[src/rtl/pipe_stall_ctrl_pkg.sv]
// Shared encodings for the pipeline stall/flush sequencer: stall bit positions,
// FSM state types and the exception polarity.
package pipe_stall_ctrl_pkg;

  localparam int STALL_INST = 0;
  localparam int STALL_ID   = 1;
  localparam int STALL_EXE  = 2;
  localparam int STALL_DATA = 3;
  localparam int STALL_W    = 4;

  localparam logic EXCEPTION_ON = 1'b1;

  typedef enum logic [1:0] {
    I_IDLE   = 2'd0,
    I_WAIT   = 2'd1,
    I_CANCEL = 2'd2
  } inst_state_e;

  typedef enum logic {
    D_IDLE = 1'b0,
    D_WAIT = 1'b1
  } data_state_e;

endpackage

[src/rtl/pipe_stall_ctrl_if.sv]
// Handshake bundle between the pipeline stages / SRAM ports and the stall sequencer.
interface pipe_stall_ctrl_if;
  logic       inst_req;
  logic       inst_addr_ok;
  logic       inst_data_ok;
  logic       data_req;
  logic       data_addr_ok;
  logic       data_data_ok;
  logic       id_load_use;
  logic       ex_div_start;
  logic       exception_in;
  logic [3:0] stall;
  logic       flush;
  logic       div_done;
  logic       inst_discard;

  modport master (
    output inst_req, inst_addr_ok, inst_data_ok,
    output data_req, data_addr_ok, data_data_ok,
    output id_load_use, ex_div_start, exception_in,
    input  stall, flush, div_done, inst_discard
  );

  modport slave (
    input  inst_req, inst_addr_ok, inst_data_ok,
    input  data_req, data_addr_ok, data_data_ok,
    input  id_load_use, ex_div_start, exception_in,
    output stall, flush, div_done, inst_discard
  );
endinterface

[src/rtl/pipe_stall_ctrl_sram_txn_tracker.sv]
// Tracks one outstanding SRAM-like transaction and raises stall while the
// address is not yet accepted or the response is still pending.
module sram_txn_tracker
  import pipe_stall_ctrl_pkg::*;
(
  input  logic clk,
  input  logic rst,
  input  logic req_i,
  input  logic addr_ok_i,
  input  logic data_ok_i,
  output logic stall_o
);

  data_state_e state_q, state_d;

  always_ff @(posedge clk) begin
    if (rst) state_q <= D_IDLE;
    else     state_q <= state_d;
  end

  always_comb begin
    state_d = state_q;
    stall_o = 1'b0;
    case (state_q)
      D_IDLE: begin
        stall_o = req_i & ~addr_ok_i;
        if (req_i && addr_ok_i) state_d = D_WAIT;
      end
      D_WAIT: begin
        stall_o = ~data_ok_i;
        if (data_ok_i) state_d = D_IDLE;
      end
      default: state_d = D_IDLE;
    endcase
  end

endmodule

[src/rtl/pipe_stall_ctrl.sv]
// Stall/flush sequencer for the 5-stage pipeline: fetch tracking with post-exception
// response discard, data-access tracking, divide timing and load-use bubble qualification.
module pipe_stall_ctrl
  import pipe_stall_ctrl_pkg::*;
#(
  parameter int DIV_CYCLES = 33
) (
  input  logic              clk,
  input  logic              rst,
  pipe_stall_ctrl_if.slave  bus
);

  localparam int CNT_W = $clog2(DIV_CYCLES);

  inst_state_e      inst_q, inst_d;
  logic [CNT_W-1:0] cnt_q, cnt_d;
  logic             flush;
  logic             inst_stall, data_stall, div_stall, id_stall;
  logic             discard;

  assign flush = (bus.exception_in == EXCEPTION_ON);

  // Data accesses are never cancelled: a store already issued must complete.
  sram_txn_tracker u_data_trk (
    .clk       (clk),
    .rst       (rst),
    .req_i     (bus.data_req),
    .addr_ok_i (bus.data_addr_ok),
    .data_ok_i (bus.data_data_ok),
    .stall_o   (data_stall)
  );

  always_ff @(posedge clk) begin
    if (rst) begin
      inst_q <= I_IDLE;
      cnt_q  <= '0;
    end else begin
      inst_q <= inst_d;
      cnt_q  <= cnt_d;
    end
  end

  always_comb begin
    inst_d     = inst_q;
    inst_stall = 1'b0;
    discard    = 1'b0;
    case (inst_q)
      I_IDLE: begin
        inst_stall = bus.inst_req & ~bus.inst_addr_ok;
        if (bus.inst_req && bus.inst_addr_ok) inst_d = I_WAIT;
      end
      I_WAIT: begin
        inst_stall = ~bus.inst_data_ok;
        if (bus.inst_data_ok) inst_d = I_IDLE;
        else if (flush)       inst_d = I_CANCEL;
      end
      I_CANCEL: begin
        // The response to a fetch issued before the exception belongs to the dead path.
        inst_stall = 1'b1;
        discard    = bus.inst_data_ok;
        if (bus.inst_data_ok) inst_d = I_IDLE;
      end
      default: inst_d = I_IDLE;
    endcase
  end

  // Count DIV_CYCLES-1 down to 1; a start seen while busy is the same divide held in EX.
  always_comb begin
    cnt_d = cnt_q;
    if (flush)                                cnt_d = '0;
    else if (cnt_q != '0)                     cnt_d = cnt_q - CNT_W'(1);
    else if (bus.ex_div_start)                cnt_d = CNT_W'(DIV_CYCLES - 1);
  end

  assign div_stall = (bus.ex_div_start && cnt_q == '0) || (cnt_q > CNT_W'(1));
  // A bubble must not overwrite an EX instruction that is being held.
  assign id_stall  = bus.id_load_use & ~div_stall & ~data_stall;

  always_comb begin
    bus.stall             = '0;
    bus.stall[STALL_INST] = inst_stall & ~flush;
    bus.stall[STALL_ID]   = id_stall   & ~flush;
    bus.stall[STALL_EXE]  = div_stall  & ~flush;
    bus.stall[STALL_DATA] = data_stall;
  end

  assign bus.flush        = flush;
  assign bus.div_done     = (cnt_q == CNT_W'(1));
  assign bus.inst_discard = discard;

endmodule

[src/flat_wrapper.sv]
// flat-port wrapper written by rule: the top's interface ports become plain ports
module pipe_stall_ctrl_flat import pipe_stall_ctrl_pkg::*;
#(
  parameter int DIV_CYCLES = 33
)
  (clk, rst, bus_inst_req, bus_inst_addr_ok, bus_inst_data_ok, bus_data_req, bus_data_addr_ok, bus_data_data_ok, bus_id_load_use, bus_ex_div_start, bus_exception_in, bus_stall, bus_flush, bus_div_done, bus_inst_discard);
  pipe_stall_ctrl_if bus_i ();
  input  logic clk;
  input  logic rst;
  input wire logic [$bits(bus_i.inst_req)-1:0] bus_inst_req;
  input wire logic [$bits(bus_i.inst_addr_ok)-1:0] bus_inst_addr_ok;
  input wire logic [$bits(bus_i.inst_data_ok)-1:0] bus_inst_data_ok;
  input wire logic [$bits(bus_i.data_req)-1:0] bus_data_req;
  input wire logic [$bits(bus_i.data_addr_ok)-1:0] bus_data_addr_ok;
  input wire logic [$bits(bus_i.data_data_ok)-1:0] bus_data_data_ok;
  input wire logic [$bits(bus_i.id_load_use)-1:0] bus_id_load_use;
  input wire logic [$bits(bus_i.ex_div_start)-1:0] bus_ex_div_start;
  input wire logic [$bits(bus_i.exception_in)-1:0] bus_exception_in;
  output wire logic [$bits(bus_i.stall)-1:0] bus_stall;
  output wire logic [$bits(bus_i.flush)-1:0] bus_flush;
  output wire logic [$bits(bus_i.div_done)-1:0] bus_div_done;
  output wire logic [$bits(bus_i.inst_discard)-1:0] bus_inst_discard;
  assign bus_i.inst_req = bus_inst_req;
  assign bus_i.inst_addr_ok = bus_inst_addr_ok;
  assign bus_i.inst_data_ok = bus_inst_data_ok;
  assign bus_i.data_req = bus_data_req;
  assign bus_i.data_addr_ok = bus_data_addr_ok;
  assign bus_i.data_data_ok = bus_data_data_ok;
  assign bus_i.id_load_use = bus_id_load_use;
  assign bus_i.ex_div_start = bus_ex_div_start;
  assign bus_i.exception_in = bus_exception_in;
  assign bus_stall = bus_i.stall;
  assign bus_flush = bus_i.flush;
  assign bus_div_done = bus_i.div_done;
  assign bus_inst_discard = bus_i.inst_discard;
  pipe_stall_ctrl #(.DIV_CYCLES(DIV_CYCLES)) u_core (.clk(clk), .rst(rst), .bus(bus_i));
endmodule
[config.mk]
export PLATFORM = sky130hd
export DESIGN_NAME = pipe_stall_ctrl_flat
export DESIGN_NICKNAME = d
export VERILOG_FILES = /design/src/rtl/pipe_stall_ctrl_pkg.sv /design/src/rtl/pipe_stall_ctrl_if.sv /design/src/rtl/pipe_stall_ctrl_sram_txn_tracker.sv /design/src/rtl/pipe_stall_ctrl.sv /design/src/flat_wrapper.sv
export SDC_FILE = /design/constraint.sdc
export NUM_CORES = 1
export LEC_CHECK = 0
export BUFFER_PORTS_ARGS = -buffer_cell sky130_fd_sc_hd__clkbuf_2
export CAP_MARGIN = 20
export CORE_UTILIZATION = 30
export DETAILED_ROUTE_END_ITERATION = 7
export MAX_ROUTING_LAYER = met4
export PLACE_DENSITY = 0.61
export SYNTH_ARGS = -nofsm -noshare
export SYNTH_HDL_FRONTEND = slang
export SYNTH_SLANG_ARGS = --single-unit
[constraint.sdc]
create_clock -name clk -period 4.5 [get_ports clk]
set_input_delay 0.225 -clock clk [delete_from_list [all_inputs] [get_ports clk]]
set_output_delay 0.225 -clock clk [all_outputs]
set_load 0.02 [all_outputs]
Yosys cells after proc, flatten, opt, wreduce, memory -nomap -nowiden
Cells that the tools add are included.
{"block": "word_totals", "register_bits": 9, "latchBits": 0, "mem_bits_rw": 0, "romBits": 0, "output_inout_bits": 7, "word_cells": 49, "mem_count": 0}
{"block": "op_classes", "n_addsub": 1, "n_mul": 0, "div_mod_pow": 0, "magnitude_cmp": 1, "eq_ne": 6, "shifts": 0, "muxes": 13, "bitwise": 15, "n_reduce_logical": 10}
{"cell": "6-bit two-way mux", "count": 2}
{"cell": "2-bit two-way mux", "count": 4}
{"cell": "1-bit NOT", "count": 8}
{"cell": "1-bit AND", "count": 7}
{"cell": "6-bit by 1-bit == test with 1-bit output, second input constant", "count": 1}
{"cell": "6-bit by 1-bit > comparator with 1-bit output, second input constant", "count": 1}
{"cell": "6-bit zero test", "count": 1}
{"cell": "2-bit one-hot mux with 3 select lines", "count": 1}
{"cell": "6-bit nonzero test", "count": 1}
{"cell": "6-bit by 1-bit subtractor with 6-bit output, second input constant", "count": 1}
{"cell": "1-bit one-hot mux with 2 select lines", "count": 2}
{"cell": "1-bit logical AND", "count": 3}
{"cell": "1-bit two-way mux", "count": 3}
{"cell": "3-bit inequality test, second input constant", "count": 1}
{"cell": "1-bit one-hot mux with 3 select lines", "count": 1}
{"cell": "3-bit AND reduction", "count": 1}
{"cell": "2-bit by 1-bit == test with 1-bit output, second input constant", "count": 1}
{"cell": "2-bit == test, second input constant", "count": 1}
{"cell": "2-bit zero test", "count": 1}
{"cell": "2-bit by 1-bit inequality test with 1-bit output, second input constant", "count": 1}
{"cell": "2-bit inequality test, second input constant", "count": 1}
{"cell": "2-bit nonzero test", "count": 1}
{"cell": "2-bit OR reduction", "count": 1}
{"cell": "1-bit logical OR", "count": 1}

Longest topological paths before layout
{"block": "depth", "ltp_word": 7, "ltp_mapped": 5, "mapped_depth_nobuf": 5}

Modules after synthesis
Synthesis repeated with hierarchy kept, for this count alone.
{"block": "hier_totals", "cells_unflattened": 62, "area_unflattened_um2": 555.5}
{"mod": "pipe_stall_ctrl", "instances": 1, "cells_each": 56, "area_per_inst_um2": 505.5, "seq_area_each_um2": 160.2}
{"mod": "sram_txn_tracker", "instances": 1, "cells_each": 6, "area_per_inst_um2": 50.0, "seq_area_each_um2": 20.0}

Worst setup path after synthesis
No wires, ideal clock.
{"block": "synth_timing", "kind": "register to output", "start": "reg u_core.cnt_q[2]", "end": "out bus_stall[1]", "t_arrival_ns": 1.504, "slack_ns": 2.771, "path_stages_with_launch": 4, "cell_sequence": "dfxtp_1 nor4_1 o211ai_1 nor4_1"}
{"block": "synth_via", "elab_chain_cells": 7, "elab_cells_between_ends": 8}
{"item": "start, declared", "line": "pipe_stall_ctrl.sv:16", "text": "logic [CNT_W-1:0] cnt_q, cnt_d;"}
{"item": "start signal, assigned", "line": "pipe_stall_ctrl.sv:39", "text": "cnt_q <= cnt_d;"}
{"item": "branches (longest 2 deep; another with 6-bit by 1-bit > comparator with 1-bit output)"}
{"item": "1-bit logical OR (*)", "line": "pipe_stall_ctrl.sv:75", "text": "assign div_stall = (bus.ex_div_start && cnt_q == '0) || (cnt_q > CNT_W'(1));"}
{"item": "1-bit NOT (*)", "line": "pipe_stall_ctrl.sv:77", "text": "assign id_stall = bus.id_load_use & ~div_stall & ~data_stall;"}
{"item": "1-bit AND (*) (2 in series)", "line": "pipe_stall_ctrl.sv:77"}
{"item": "1-bit AND (*)", "line": "pipe_stall_ctrl.sv:82", "text": "bus.stall[STALL_ID] = id_stall & ~flush;"}
{"item": "end, declared", "line": "flat_wrapper.sv:19", "text": "output wire logic [$bits(bus_i.stall)-1:0] bus_stall;"}
Every way passes the cells marked *.

Worst setup path in the final report
Same ends and word-level chain as after synthesis.

==> results.py <==
metrics = {
    "synth": {
        "synth_edf_count": 0,
        "async_reset_ff_frac": 0,
        "ys_seq_elements": 9,
        "yosys.cell_types.count": 29,
        "yosys_warnings": 0,
        "synth_nets": 78,
        "ys.flop_type": "dfxtp_1",
        "avgSynthCellArea_um2": 8.26,
        "ys_seq_area_frac": 0.336,
        "netlist_area_um2": 537,
        "synthCells": 65,
    },
    "detailed_routing": {
        "drc_errors": 0,
        "viasPerCell": 4.78,
        "drtIter0Drc": 11,
        "vias": 511,
        "drt_first_pass_iters": 4,
        "wire_per_inst_um": 10.0,
        "antenna_left": 0,
        "wirelength_um": 1070,
    },
    "timing": {
        "min_period_ns": 1.91,
        "finalCritPeriodShare": 0.424,
        "relSlewSlack": 0.650,
        "clock_skew_ns": 0.00192,
        "setup_tns_ns": 0,
        "slew_violations": 0,
        "fmax_ghz": 0.524,
        "setup_violations": 0,
        "rsz0062_at_grt": "no",
        "hold_viol": 0,
        "tightest_slew_ns": 0.517,
    },
    "die": {
        "placementRows": 14,
        "die_h_um": 44.3,
        "io_pins": 18,
        "start_util": 0.337,
        "die_x_um": 44.3,
        "die-area_um2": 1960,
        "core_area_um2": 1590,
    },
    "clock_tree": {
        "clk_latency_ns": 0.25,
        "cts_max_path_buffers": 2,
        "root_buffer": "clkbuf_4",
        "clk_pin_slew_ns": 0.06,
        "holdBufCountCts": 0,
        "cts_resized": 0,
        "cts_num_sinks": 9,
        "cts_made_buffers": 3,
        "post_cts_buffers": 0,
        "cts_tree": "done",
        "htreeDepth": 1,
    },
    "power_and_ir_drop": {
        "p_int_uw": 189,
        "p_seq_frac": 0.351,
        "powerDensity_nw_per_um2": 453,
        "clkPwrFrac": 0.206,
        "pwr-share-comb": 0.443,
        "power_leakage_nw": 0.287,
        "p_sw_frac": 0.366,
        "ir_drop_mv": 0.223,
        "p_sw_uw": 109,
    },
    "cells_and_area": {
        "final_common_cell": "clkbuf_2",
        "drive_gt1_frac": 0.253,
        "layout.nets": 97,
        "final_cell_mix": "17 x clkbuf_2, 9 x dfxtp_1, 7 x a21oi_1",
        "final_cell_area_um2": 659,
        "nFillCells": 169,
        "diodes": 0,
        "area_growth_pct": 22.8,
    },
    "placed_design": {
        "dp_hpwl_um": 839,
        "io_buffers": 17,
        "place.gp.congestion": 0.793,
        "post_dp_cell_area_um2": 633,
    },
    "worst_setup_path": {
        "worstPathRequired_ns": 4.28,
        "worstReg2RegEnd": "u_core.cnt_q[1]",
        "worstReg2RegStart": "u_core.cnt_q[0]",
        "cp-start-kind": "flop",
        "cp-end-kind": "output pin",
        "r2r_setup_slack_ns": 2.68,
        "cp.arrival_ns": 1.68,
        "reg2regPathDepth": 5,
        "worstPathMaxFanout": 6,
        "critical_path_class": "flop to output pin",
    },
    "global_route": {
        "gr-total-overflow": 0,
        "grt_usage": 0.130,
        "antenna_found_initial": 0,
        "grt_pass1_vias": 467,
        "grt_pass1_wl_um": 1840,
        "grt_start_max_net_pins": 9,
    },
    "worst_hold_path": {
        "min_to": "u_core.inst_q[1]",
        "holdCritPathClass": "input pin to flop",
        "min_from": "bus_inst_data_ok",
        "holdPathStages": 2,
    },
    "status": {
        "outcome": "complete, no violations",
    },
    "flow_run": {
        "maxCapViolations": 0,
    },
}
==> synth_stat cells, drive strengths merged, types with 2 or more instances <==
library cell	count	area share
dfxtp	9	0.34
a21oi	7	0.065
inv	5	0.035
nand2b	3	0.035
nand3b	3	0.042
nor2	3	0.021
nor2b	3	0.035
nor4	3	0.035
or4	3	0.042
a211oi	2	0.028
buf	2	0.028
ha	2	0.047
nand2	2	0.014
nor3	2	0.019
o21ai	2	0.019
==> worst max path at each step <==
stage,startpoint,endpoint,slack (ns),depth (start not counted)
after floorplan,u_core.cnt_q[2],bus_stall[1],2.77,3
after global placement,u_core.cnt_q[0],u_core.cnt_q[1],2.76,5
after detailed placement,u_core.cnt_q[0],u_core.cnt_q[1],2.71,5
after CTS,u_core.cnt_q[2],bus_stall[1],2.55,4
after global routing,u_core.cnt_q[3],bus_stall[1],2.46,4
final,u_core.cnt_q[2],bus_stall[1],2.59,4
==> metal layers <==
layer,up-vias,global-route usage,routed length (um)
met3,2,0.0327,93
met1,212,0.157,511
met5,-,-,0
li1,271,-,-
met2,26,0.197,460
met4,0,0.0727,5
==> sequential cells by signal (all words and copies together) (netlist names) <==
name / cells
u_core.cnt_q: 6
u_core.inst_q: 2
u_core.u_data_trk.state_q: 1
==> through the flow <==
stage               hold WS [ns]   util  power, mW  std cells  setup WS [ns]
finish                     0.166  0.414      0.299        107           2.59
CTS                        0.158  0.414      0.303        107           2.55
detailed placement         0.434  0.397      0.238        103           2.71
global route               0.178  0.414      0.327        107           2.46
global placement           0.436  0.397      0.237        103           2.76
floorplan                  0.294      -      0.210         65           2.77
==> power by group through the flow <==
| stage | sequential, mW | clock, mW | combinational [mW] |
|---|---|---|---|
| after floorplan | 0.103 | 0 | 0.107 |
| after global placement | 0.106 | 0 | 0.131 |
| after detailed placement | 0.106 | 0 | 0.132 |
| after CTS | 0.105 | 0.0649 | 0.133 |
| after global routing | 0.107 | 0.0685 | 0.152 |
| final | 0.105 | 0.0614 | 0.132 |
==> area by class of cell <==
class	instances	area, um^2	share of cell area
flip-flops and latches	9	180	0.273
well taps	24	30.0	0.0455
multi-input cells	48	319	0.484
clock buffers	4	26.3	0.0398
inverters	5	18.8	0.0285
repair buffers	17	85.1	0.129
==> cell families after synthesis <==
group | share of synthesized area
AND/OR/NAND/NOR | 0.343
XOR/XNOR | 0.0163
AO/OA/AOI/OAI | 0.170
buffers and inverters | 0.0699
flip-flops | 0.336
multiplexers | 0.0186
adder cells (fa/ha/maj) | 0.0466
==> worst max-delay path, stage by stage, from the launching register on <==
cell,delay (ns)
dfxtp_1,0.36
nor4_1,0.45
o211ai_1,0.18
nor4_1,0.22
clkbuf_2,0.22
No activity file was read; power rests on OpenSTA's default activity.
